`config.mk`:
```
export PLATFORM = sky130hd
export DESIGN_NAME = serial_adder_flat
export DESIGN_NICKNAME = d
export VERILOG_FILES = /design/src/rtl/serial_adder_if.sv /design/src/rtl/serial_adder.sv /design/src/flat_wrapper.sv
export SDC_FILE = /design/constraint.sdc
export NUM_CORES = 1
export LEC_CHECK = 0
export CAP_MARGIN = 10
export CORE_MARGIN = 3
export CORE_UTILIZATION = 55
export CTS_BUF_LIST = sky130_fd_sc_hd__clkbuf_16
export DETAILED_ROUTE_END_ITERATION = 7
export PLACE_DENSITY_LB_ADDON = 0.25
export SETUP_SLACK_MARGIN = 0.2
export SYNTH_ARGS = -nofsm -noshare
export SYNTH_HDL_FRONTEND = slang
export SYNTH_SLANG_ARGS = --single-unit
```
`constraint.sdc`:
```
create_clock -name clk -period 3.8 [get_ports clk]
set_clock_uncertainty 0.15 [all_clocks]
set_input_delay 0.57 -clock clk [delete_from_list [all_inputs] [get_ports clk]]
set_output_delay 0.57 -clock clk [all_outputs]
set_load 0.1 [all_outputs]
```
`src/rtl/serial_adder_if.sv`:
```
// Operand/result bundle between the controller and the bit-serial adder.
// The controller drives start and the operands; the adder returns the
// result together with its busy/done status.
interface serial_adder_if #(
  parameter int WIDTH = 8
);
  logic             start;
  logic [WIDTH-1:0] a;
  logic [WIDTH-1:0] b;
  logic [WIDTH-1:0] sum;
  logic             cout;
  logic             busy;
  logic             done;

  modport master (
    output start, a, b,
    input  sum, cout, busy, done
  );

  modport slave (
    input  start, a, b,
    output sum, cout, busy, done
  );
endinterface

```
`src/rtl/serial_adder.sv`:
```
// Bit-serial WIDTH-bit adder: one operand bit per clock, LSB first.
// The full-adder slice is two half adders with their carries ORed; a carry
// flop links successive bit cycles. A three-state FSM (IDLE/SHIFT/DONE)
// sequences one add and reports busy/done to the controller.

module half_adder (
  input  logic x,
  input  logic y,
  output logic c,
  output logic s
);
  assign s = x ^ y;
  assign c = x & y;
endmodule

module serial_adder #(
  parameter int WIDTH = 8
) (
  input  logic           clk,
  input  logic           rst,
  serial_adder_if.slave  bus
);

  localparam int CW = (WIDTH > 2) ? $clog2(WIDTH) : 1;
  localparam logic [CW-1:0] LAST = CW'(WIDTH - 1);

  typedef enum logic [1:0] {
    IDLE  = 2'd0,
    SHIFT = 2'd1,
    DONE  = 2'd2
  } state_t;

  state_t            state;
  state_t            state_next;

  logic [WIDTH-1:0]  sh_a;
  logic [WIDTH-1:0]  sh_b;
  logic [WIDTH-1:0]  sh_sum;
  logic [WIDTH-1:0]  sum_shifted;
  logic [CW-1:0]     count;
  logic              carry;
  logic              last;

  logic              c0;
  logic              s0;
  logic              c1;
  logic              s_bit;
  logic              co;

  logic [WIDTH-1:0]  sum_r;
  logic              cout_r;
  logic              busy_r;
  logic              done_r;

  // First half adder: the two operand bits.
  half_adder u_ha0 (
    .x (sh_a[0]),
    .y (sh_b[0]),
    .c (c0),
    .s (s0)
  );

  // Second half adder: partial sum plus the stored carry.
  half_adder u_ha1 (
    .x (s0),
    .y (carry),
    .c (c1),
    .s (s_bit)
  );

  assign co          = c0 | c1;
  assign last        = (count == LAST);
  assign sum_shifted = {s_bit, sh_sum[WIDTH-1:1]};

  // Next-state logic; start is only looked at in IDLE, so it is never queued.
  always_comb begin
    state_next = state;
    case (state)
      IDLE:    if (bus.start) state_next = SHIFT;
      SHIFT:   if (last)      state_next = DONE;
      DONE:                   state_next = IDLE;
      default:                state_next = IDLE;
    endcase
  end

  // State register and status flags; done lags DONE by one cycle so it
  // marks the cycle after the result has settled.
  always_ff @(posedge clk) begin
    if (rst) begin
      state  <= IDLE;
      busy_r <= 1'b0;
      done_r <= 1'b0;
    end else begin
      state  <= state_next;
      busy_r <= (state_next == SHIFT);
      done_r <= (state == DONE);
    end
  end

  // Operand/sum shift registers, carry flop, bit counter and result registers.
  always_ff @(posedge clk) begin
    if (rst) begin
      sh_a   <= '0;
      sh_b   <= '0;
      sh_sum <= '0;
      carry  <= 1'b0;
      count  <= '0;
      sum_r  <= '0;
      cout_r <= 1'b0;
    end else begin
      case (state)
        IDLE: begin
          if (bus.start) begin
            sh_a   <= bus.a;
            sh_b   <= bus.b;
            sh_sum <= '0;
            carry  <= 1'b0;
            count  <= '0;
          end
        end
        SHIFT: begin
          sh_a   <= {1'b0, sh_a[WIDTH-1:1]};
          sh_b   <= {1'b0, sh_b[WIDTH-1:1]};
          sh_sum <= sum_shifted;
          carry  <= co;
          if (last) begin
            sum_r  <= sum_shifted;
            cout_r <= co;
          end else begin
            count  <= count + CW'(1);
          end
        end
        default: ;
      endcase
    end
  end

  assign bus.sum  = sum_r;
  assign bus.cout = cout_r;
  assign bus.busy = busy_r;
  assign bus.done = done_r;

endmodule

```
`src/flat_wrapper.sv`:
```
// flat-port wrapper written by rule: the top's interface ports become plain ports
module serial_adder_flat 
#(
  parameter int WIDTH = 8
)
  (clk, rst, bus_start, bus_a, bus_b, bus_sum, bus_cout, bus_busy, bus_done);
  serial_adder_if #(.WIDTH(WIDTH)) bus_i ();
  input  logic clk;
  input  logic rst;
  input wire logic [$bits(bus_i.start)-1:0] bus_start;
  input wire logic [$bits(bus_i.a)-1:0] bus_a;
  input wire logic [$bits(bus_i.b)-1:0] bus_b;
  output wire logic [$bits(bus_i.sum)-1:0] bus_sum;
  output wire logic [$bits(bus_i.cout)-1:0] bus_cout;
  output wire logic [$bits(bus_i.busy)-1:0] bus_busy;
  output wire logic [$bits(bus_i.done)-1:0] bus_done;
  assign bus_i.start = bus_start;
  assign bus_i.a = bus_a;
  assign bus_i.b = bus_b;
  assign bus_sum = bus_i.sum;
  assign bus_cout = bus_i.cout;
  assign bus_busy = bus_i.busy;
  assign bus_done = bus_i.done;
  serial_adder #(.WIDTH(WIDTH)) u_core (.clk(clk), .rst(rst), .bus(bus_i));
endmodule
```
==> results of run 1 <==
==> power groups by stage <==
| stage | clock (mW) | combinational (mW) | sequential [mW] |
|---|---|---|---|
| after floorplan | 0 | 0.0770 | 0.460 |
| after global placement | 0 | 0.102 | 0.456 |
| after detailed placement | 0 | 0.107 | 0.457 |
| after CTS | 0.468 | 0.108 | 0.448 |
| final | 0.463 | 0.107 | 0.448 |
| after global routing | 0.491 | 0.117 | 0.450 |
==> area by class of cell <==
class                           count  area [um^2]  area share, %
Multi-Input combinational cell    118        818.3          38.02
Sequential cell                    40        800.8          37.21
Timing Repair Buffer               31        305.3          14.19
Clock buffer                        5        125.1          5.814
Tap cell                           42        52.55          2.442
Clock inverter                      3        38.79          1.802
Inverter                            3        11.26         0.5233
==> layout by cell type (no fill, tap or decap), drive strengths merged <==
cell type / instances
a211oi: 16
a21oi: 10
a22oi: 8
a2bb2oi: 2
a31oi: 3
and2b: 1
and3b: 1
buf: 2
bufinv: 1
clkbuf: 5
clkdlybuf4s50: 29
clkinv: 1
dfxtp: 40
fa: 1
ha: 2
inv: 4
mux2i: 12
nand2: 17
nand2b: 3
nand3: 4
nand3b: 1
nor2: 28
nor3: 2
nor3b: 2
nor4b: 1
o21ba: 1
o21bai: 1
or3b: 2
==> logic make-up (layout without fill, tap and decap cells) <==
| family | count (synthesis) | in the layout | share of synthesized area (%) |
|---|---|---|---|
| fa+ha+maj | 3 | 3 | 2.588 |
| mux | 12 | 12 | 6.902 |
| compound gates | 41 | 41 | 20.27 |
| buf+inv | 17 | 42 | 6.973 |
| flops | 40 | 40 | 46.01 |
| simple gates | 62 | 62 | 17.25 |
==> sequential cells by signal (all words and copies together) (netlist names) <==
| signal | flops |
|---|---|
| u_core.bus.cout | 1 |
| u_core.count | 3 |
| u_core.sh_sum | 7 |
| u_core.sh_b | 8 |
| u_core.carry | 1 |
| u_core.bus.done | 1 |
| u_core.state | 2 |
| u_core.bus.sum | 8 |
| u_core.sh_a | 8 |
| u_core.bus.busy | 1 |
==> stage by stage <==
step | power (mW) | worst slack [ns] | instance area, um^2 | hold WS, ns | cells
2_1_floorplan | 0.5368 | 2.155 | 1740 | 0.2816 | 175
3_3_place_gp | 0.5580 | 1.323 | 1988 | 0.2920 | 234
3_5_place_dp | 0.5643 | 1.224 | 1988 | 0.2967 | 234
4_1_cts | 1.024 | 1.314 | 2152 | 0.3043 | 242
5_1_grt | 1.058 | 1.286 | 2152 | 0.3242 | 242
6_report | 1.018 | 1.323 | 2152 | 0.3017 | 242
==> per-layer routing <==
| metal | vias up | track usage (%) |
|---|---|---|
| li1 | 663 | - |
| met3 | 8 | 4.144 |
| met1 | 626 | 22.12 |
| met4 | 0 | 9.917 |
| met5 | - | 0 |
| met2 | 32 | 31.45 |
==> path summary, 6_finish.rpt <==
check,startpoint,to,slack (ns),depth (start not counted)
max,u_core.bus.sum[0],bus_sum[0],1.32,1
min reg2reg,u_core.bus.sum[3],u_core.bus.sum[3],0.30,2
min,u_core.bus.sum[3],u_core.bus.sum[3],0.30,2
max reg2reg,u_core.state[1],u_core.sh_b[3],1.81,3
==> Yosys cell counts (3+ instances only) <==
master	instances	area share, %
a211oi_1	3	1.3
a211oi_2	13	9.3
a21oi_1	10	2.9
a22oi_1	8	3.5
a31oi_1	3	1.1
buf_4	7	3.0
clkbuf_1	3	0.65
dfxtp_1	40	46
inv_1	3	0.65
mux2i_1	12	6.9
nand2_1	17	3.7
nand2b_1	3	1.1
nand3_1	4	1.2
nor2_1	28	6.0
==> impl_metrics.ini, run 1 <==
[worst_setup_path]
cp_max_fo = 2
crit_type = reg -> out
crit_buf_inv = 1
worst_path_max_delay_cell = clkdlybuf4s50_1
path_cells = clkdlybuf4s50_1
cp_top_family = buffers and inverters
cpPeakStageDelay_ns = 1.14
end_kind = output pin
startpoint_type = flip-flop
required_ns = 3.08
arrival_ns = 1.76

[grt]
grt_max_degree = 32
antenna_found_initial = 0
grt_pass1_vias = 1268
grt-ovfl-total = 0
grt_pass1_wl_mm = 5.782
grt_util_all_layers_pct = 18.66

[timing]
tns_ns = 0
fin_crit_sh_pct = 65.19
fin_crit_ns = 2.477
worst_slew_pin_slew_ns = 1.046
hold_viol_final = 0
setup_violations = 0
drv_slew = 0
relSlewSlack_pct = 30.28
grt_setup_unrepaired = false
fmax_mhz = 403.7

[clock_network]
cts_setup_buffers = 0
cts_buffers = 5
root_buffer = clkbuf_16
cts_tree = yes
clkSinkCount = 40
clk_path_buf_depth = 2
clk_latency_ns = 0.28
ctsHoldBuffers = 0
path_clk_slew_ns = 0.06
htree_levels = 2
cts-resized-gates = 0

[routing]
top_layer_used = met4
wl_per_cell_um = 13.52
ant_nets = 0
wirelength_mm = 3.271
wl_met1_mm = 1.399
drtIter0Drc = 34
dr_wl_met3_um = 151
vias = 1329
drc = 0
dr.pass1.iters = 4
via_per_inst = 5.492
route.met2.wl_mm = 1.651

[cells_and_area]
n_antenna_cell = 0
n_fill_cell = 230
finalCoreUtilization_pct = 74.82
drive_above_1_share_pct = 12.50
syn2layout_area_growth_pct = 23.65
final_nets = 221

[yosys]
synth-edff-count = 0
yosysWarnings = 0
synthFlopType = dfxtp_1
synth_cells = 175
yosys_register_bits = 40
syn-mean-instance-area_um2 = 9.945
synth_cell_types = 30
syn_nets = 197
syn_area_um2 = 1740
yosysSeqAreaShare_pct = 46.01
async_flop_share_pct = 0

[placement]
globalplace.congestion = 0.7227
hpwl_mm = 2.262
portBuffers = 29

[floorplan]
die_w_um = 62.25
start_util_pct = 60.50
num_rows = 19
die_area_um2 = 3875
chipHeight_um = 62.25
ios = 30
core_um2 = 2877

[pwr]
vdd.ir_drop.worst_v = 0.0002978
power.switching_mw = 0.2243
pwr-share-comb_pct = 10.5
p_sw_share_pct = 22.03
power_frac_seq_pct = 44.0
p_int_mw = 0.7937
p_leak_nw = 0.8120
clock_power_share_pct = 45.5
power_density_nw_per_um2 = 473.0

[min_path]
hp-class = reg -> reg

[job]
cap_violations = 0

[status]
status = complete, no violations
(Power assumes the default switching activity.)
==> run 2, diff against run 1 <==
--- a/config.mk
+++ b/config.mk
@@ -7,7 +7,7 @@
 export LEC_CHECK = 0
 export CAP_MARGIN = 10
 export CORE_MARGIN = 3
-export CORE_UTILIZATION = 55
+export CORE_UTILIZATION = 52
 export CTS_BUF_LIST = sky130_fd_sc_hd__clkbuf_16
 export DETAILED_ROUTE_END_ITERATION = 7
 export PLACE_DENSITY_LB_ADDON = 0.25
==> constraint.sdc (replaced) <==
create_clock -name clk -period 2.33 [get_ports clk]
set_clock_uncertainty 0.15 [all_clocks]
set_input_delay 0.3495 -clock clk [delete_from_list [all_inputs] [get_ports clk]]
set_output_delay 0.3495 -clock clk [all_outputs]
set_load 0.1 [all_outputs]
==> run 2 against run 1 <==
Die area increased by 5.2%. Wire length is 1.1% lower. Critical path depth grew 4. Total power rose by 53%. Count of clock-buffer cells in the layout stayed put. Global-route usage decreased by 1.9 points. Sequential power grew 63%. Hold slack better by 0.0071 ns. Final cell count grew 1.7%. Non-clock buffer count rose by 2. Clock power increased by 41%.
==> impl_metrics.ini, run 2 (synthesis results as in run 1) <==
[timing]
hold_viol_final = 0
fin_crit_sh_pct = 80.61
worst_slew_pin_slew_ns = 0.6355
tns_ns = 0
drv_slew = 0
fin_crit_ns = 1.878
whs_ns = 0.3088
fmax_mhz = 532.4
grt_setup_unrepaired = false
setup_violations = 0
relSlewSlack_pct = 57.61

[routing]
wirelength_mm = 3.235
dr.pass1.iters = 4
vias = 1312
drtIter0Drc = 38
route.met2.wl_mm = 1.612
wl_per_cell_um = 13.15
dr_wl_met3_um = 185
via_per_inst = 5.333
wl_met1_mm = 1.404
top_layer_used = met4
ant_nets = 0
drc = 0

[worst_setup_path]
cp_top_family = adder cells
worst_path_max_delay_cell = ha_1
crit_type = reg -> reg
required_ns = 2.37
cpPeakStageDelay_ns = 0.40
crit_buf_inv = 0
startpoint_type = flip-flop
cpMostUsedCell = ha_1
worstSetupPathDepth = 5
path_cells = ha_1, ha_1, and3b_2, nor2_1, a211oi_1
arrival_ns = 1.92
end_kind = flip-flop
cp_max_fo = 11
r2r_cells = 5

[clock_network]
cts_tree = yes
cts_buffers = 5
path_clk_slew_ns = 0.06
root_buffer = clkbuf_16
clkSinkCount = 40
cts-resized-gates = 0
ctsHoldBuffers = 0
htree_levels = 2
clk_path_buf_depth = 2
clk_latency_ns = 0.28
cts_setup_buffers = 0

[grt]
grt_max_degree = 41
grt_util_all_layers_pct = 16.75
grt_pass1_wl_mm = 5.395
grt-ovfl-total = 0
antenna_found_initial = 0
grt_pass1_vias = 1259

[min_path]
min_path_cells = 2
hp-class = reg -> reg

[cells_and_area]
n_antenna_cell = 0
seqCellArea_um2 = 800.8
n_fill_cell = 249
mostFrequentLayoutCell = dfxtp_1
final_nets = 223
final_cells = 246
mostFrequentLayoutCells = dfxtp_1 (40), nor2_1 (28), clkdlybuf4s50_1 (18)
finalCoreUtilization_pct = 67.88
syn2layout_area_growth_pct = 22.00
drive_above_1_share_pct = 19.31
multiInputGateArea_um2 = 819.5

[pwr]
vdd.ir_drop.worst_v = 0.0005234
power.switching_mw = 0.3682
p_leak_nw = 0.8215
power_frac_seq_pct = 47.0
p_sw_share_pct = 23.64
pwr-share-comb_pct = 11.1
clock_power_share_pct = 41.9
p_int_mw = 1.189
power_density_nw_per_um2 = 733.5

[placement]
hpwl_mm = 2.207
portBuffers = 29
dp_cells = 238
globalplace.congestion = 0.7472

[status]
status = complete, no violations

[floorplan]
core_um2 = 3128
die_area_um2 = 4077
chipHeight_um = 63.85
die_w_um = 63.85
num_rows = 20
ios = 30
start_util_pct = 55.64

[job]
cap_violations = 0
## run 2: path summary, 6_finish.rpt
path | start | to | slack, ns
hold / removal | u_core.bus.sum[0] | u_core.bus.sum[0] | 0.31
setup reg to reg | u_core.count[0] | u_core.bus.cout | 0.45
hold reg to reg | u_core.bus.sum[0] | u_core.bus.sum[0] | 0.31
setup / recovery | u_core.count[0] | u_core.bus.cout | 0.45
## run 2: power groups by stage
stage / combinational [mW] / sequential [mW] / clock [mW]
final: 0.173 / 0.732 / 0.653
after global routing: 0.190 / 0.735 / 0.687
after CTS: 0.175 / 0.732 / 0.664
after detailed placement: 0.173 / 0.747 / 0
after global placement: 0.168 / 0.745 / 0
after floorplan: 0.126 / 0.750 / 0
## run 2: layout make-up
type | count | area share [%]
Tap cell | 44 | 2.593
Clock buffer | 5 | 5.893
Multi-Input combinational cell | 118 | 38.60
Clock inverter | 3 | 0.8839
Inverter | 3 | 0.5303
Sequential cell | 40 | 37.71
Timing Repair Buffer | 33 | 13.79
## run 2: worst reg2reg max path: stages (launching register included)
cell and delay, ns:
dfxtp_1 0.39, ha_1 0.18, ha_1 0.40, and3b_2 0.40
nor2_1 0.07, a211oi_1 0.22
## run 2: through the flow
step	instance area [um^2]	total power, mW	setup WS (ns)
2_1_floorplan	1740	0.8755	0.7068
3_3_place_gp	1978	0.9128	0.4537
3_5_place_dp	1978	0.9201	0.3555
4_1_cts	2122	1.571	0.3269
5_1_grt	2123	1.612	0.3061
6_report	2123	1.557	0.4519
## run 2: routing by layer
metal / global-route usage (%) / vias to the layer above
met5: 0 / -
met4: 4.852 / 0
met3: 5.272 / 4
met2: 29.94 / 33
met1: 18.90 / 613
li1: - / 662
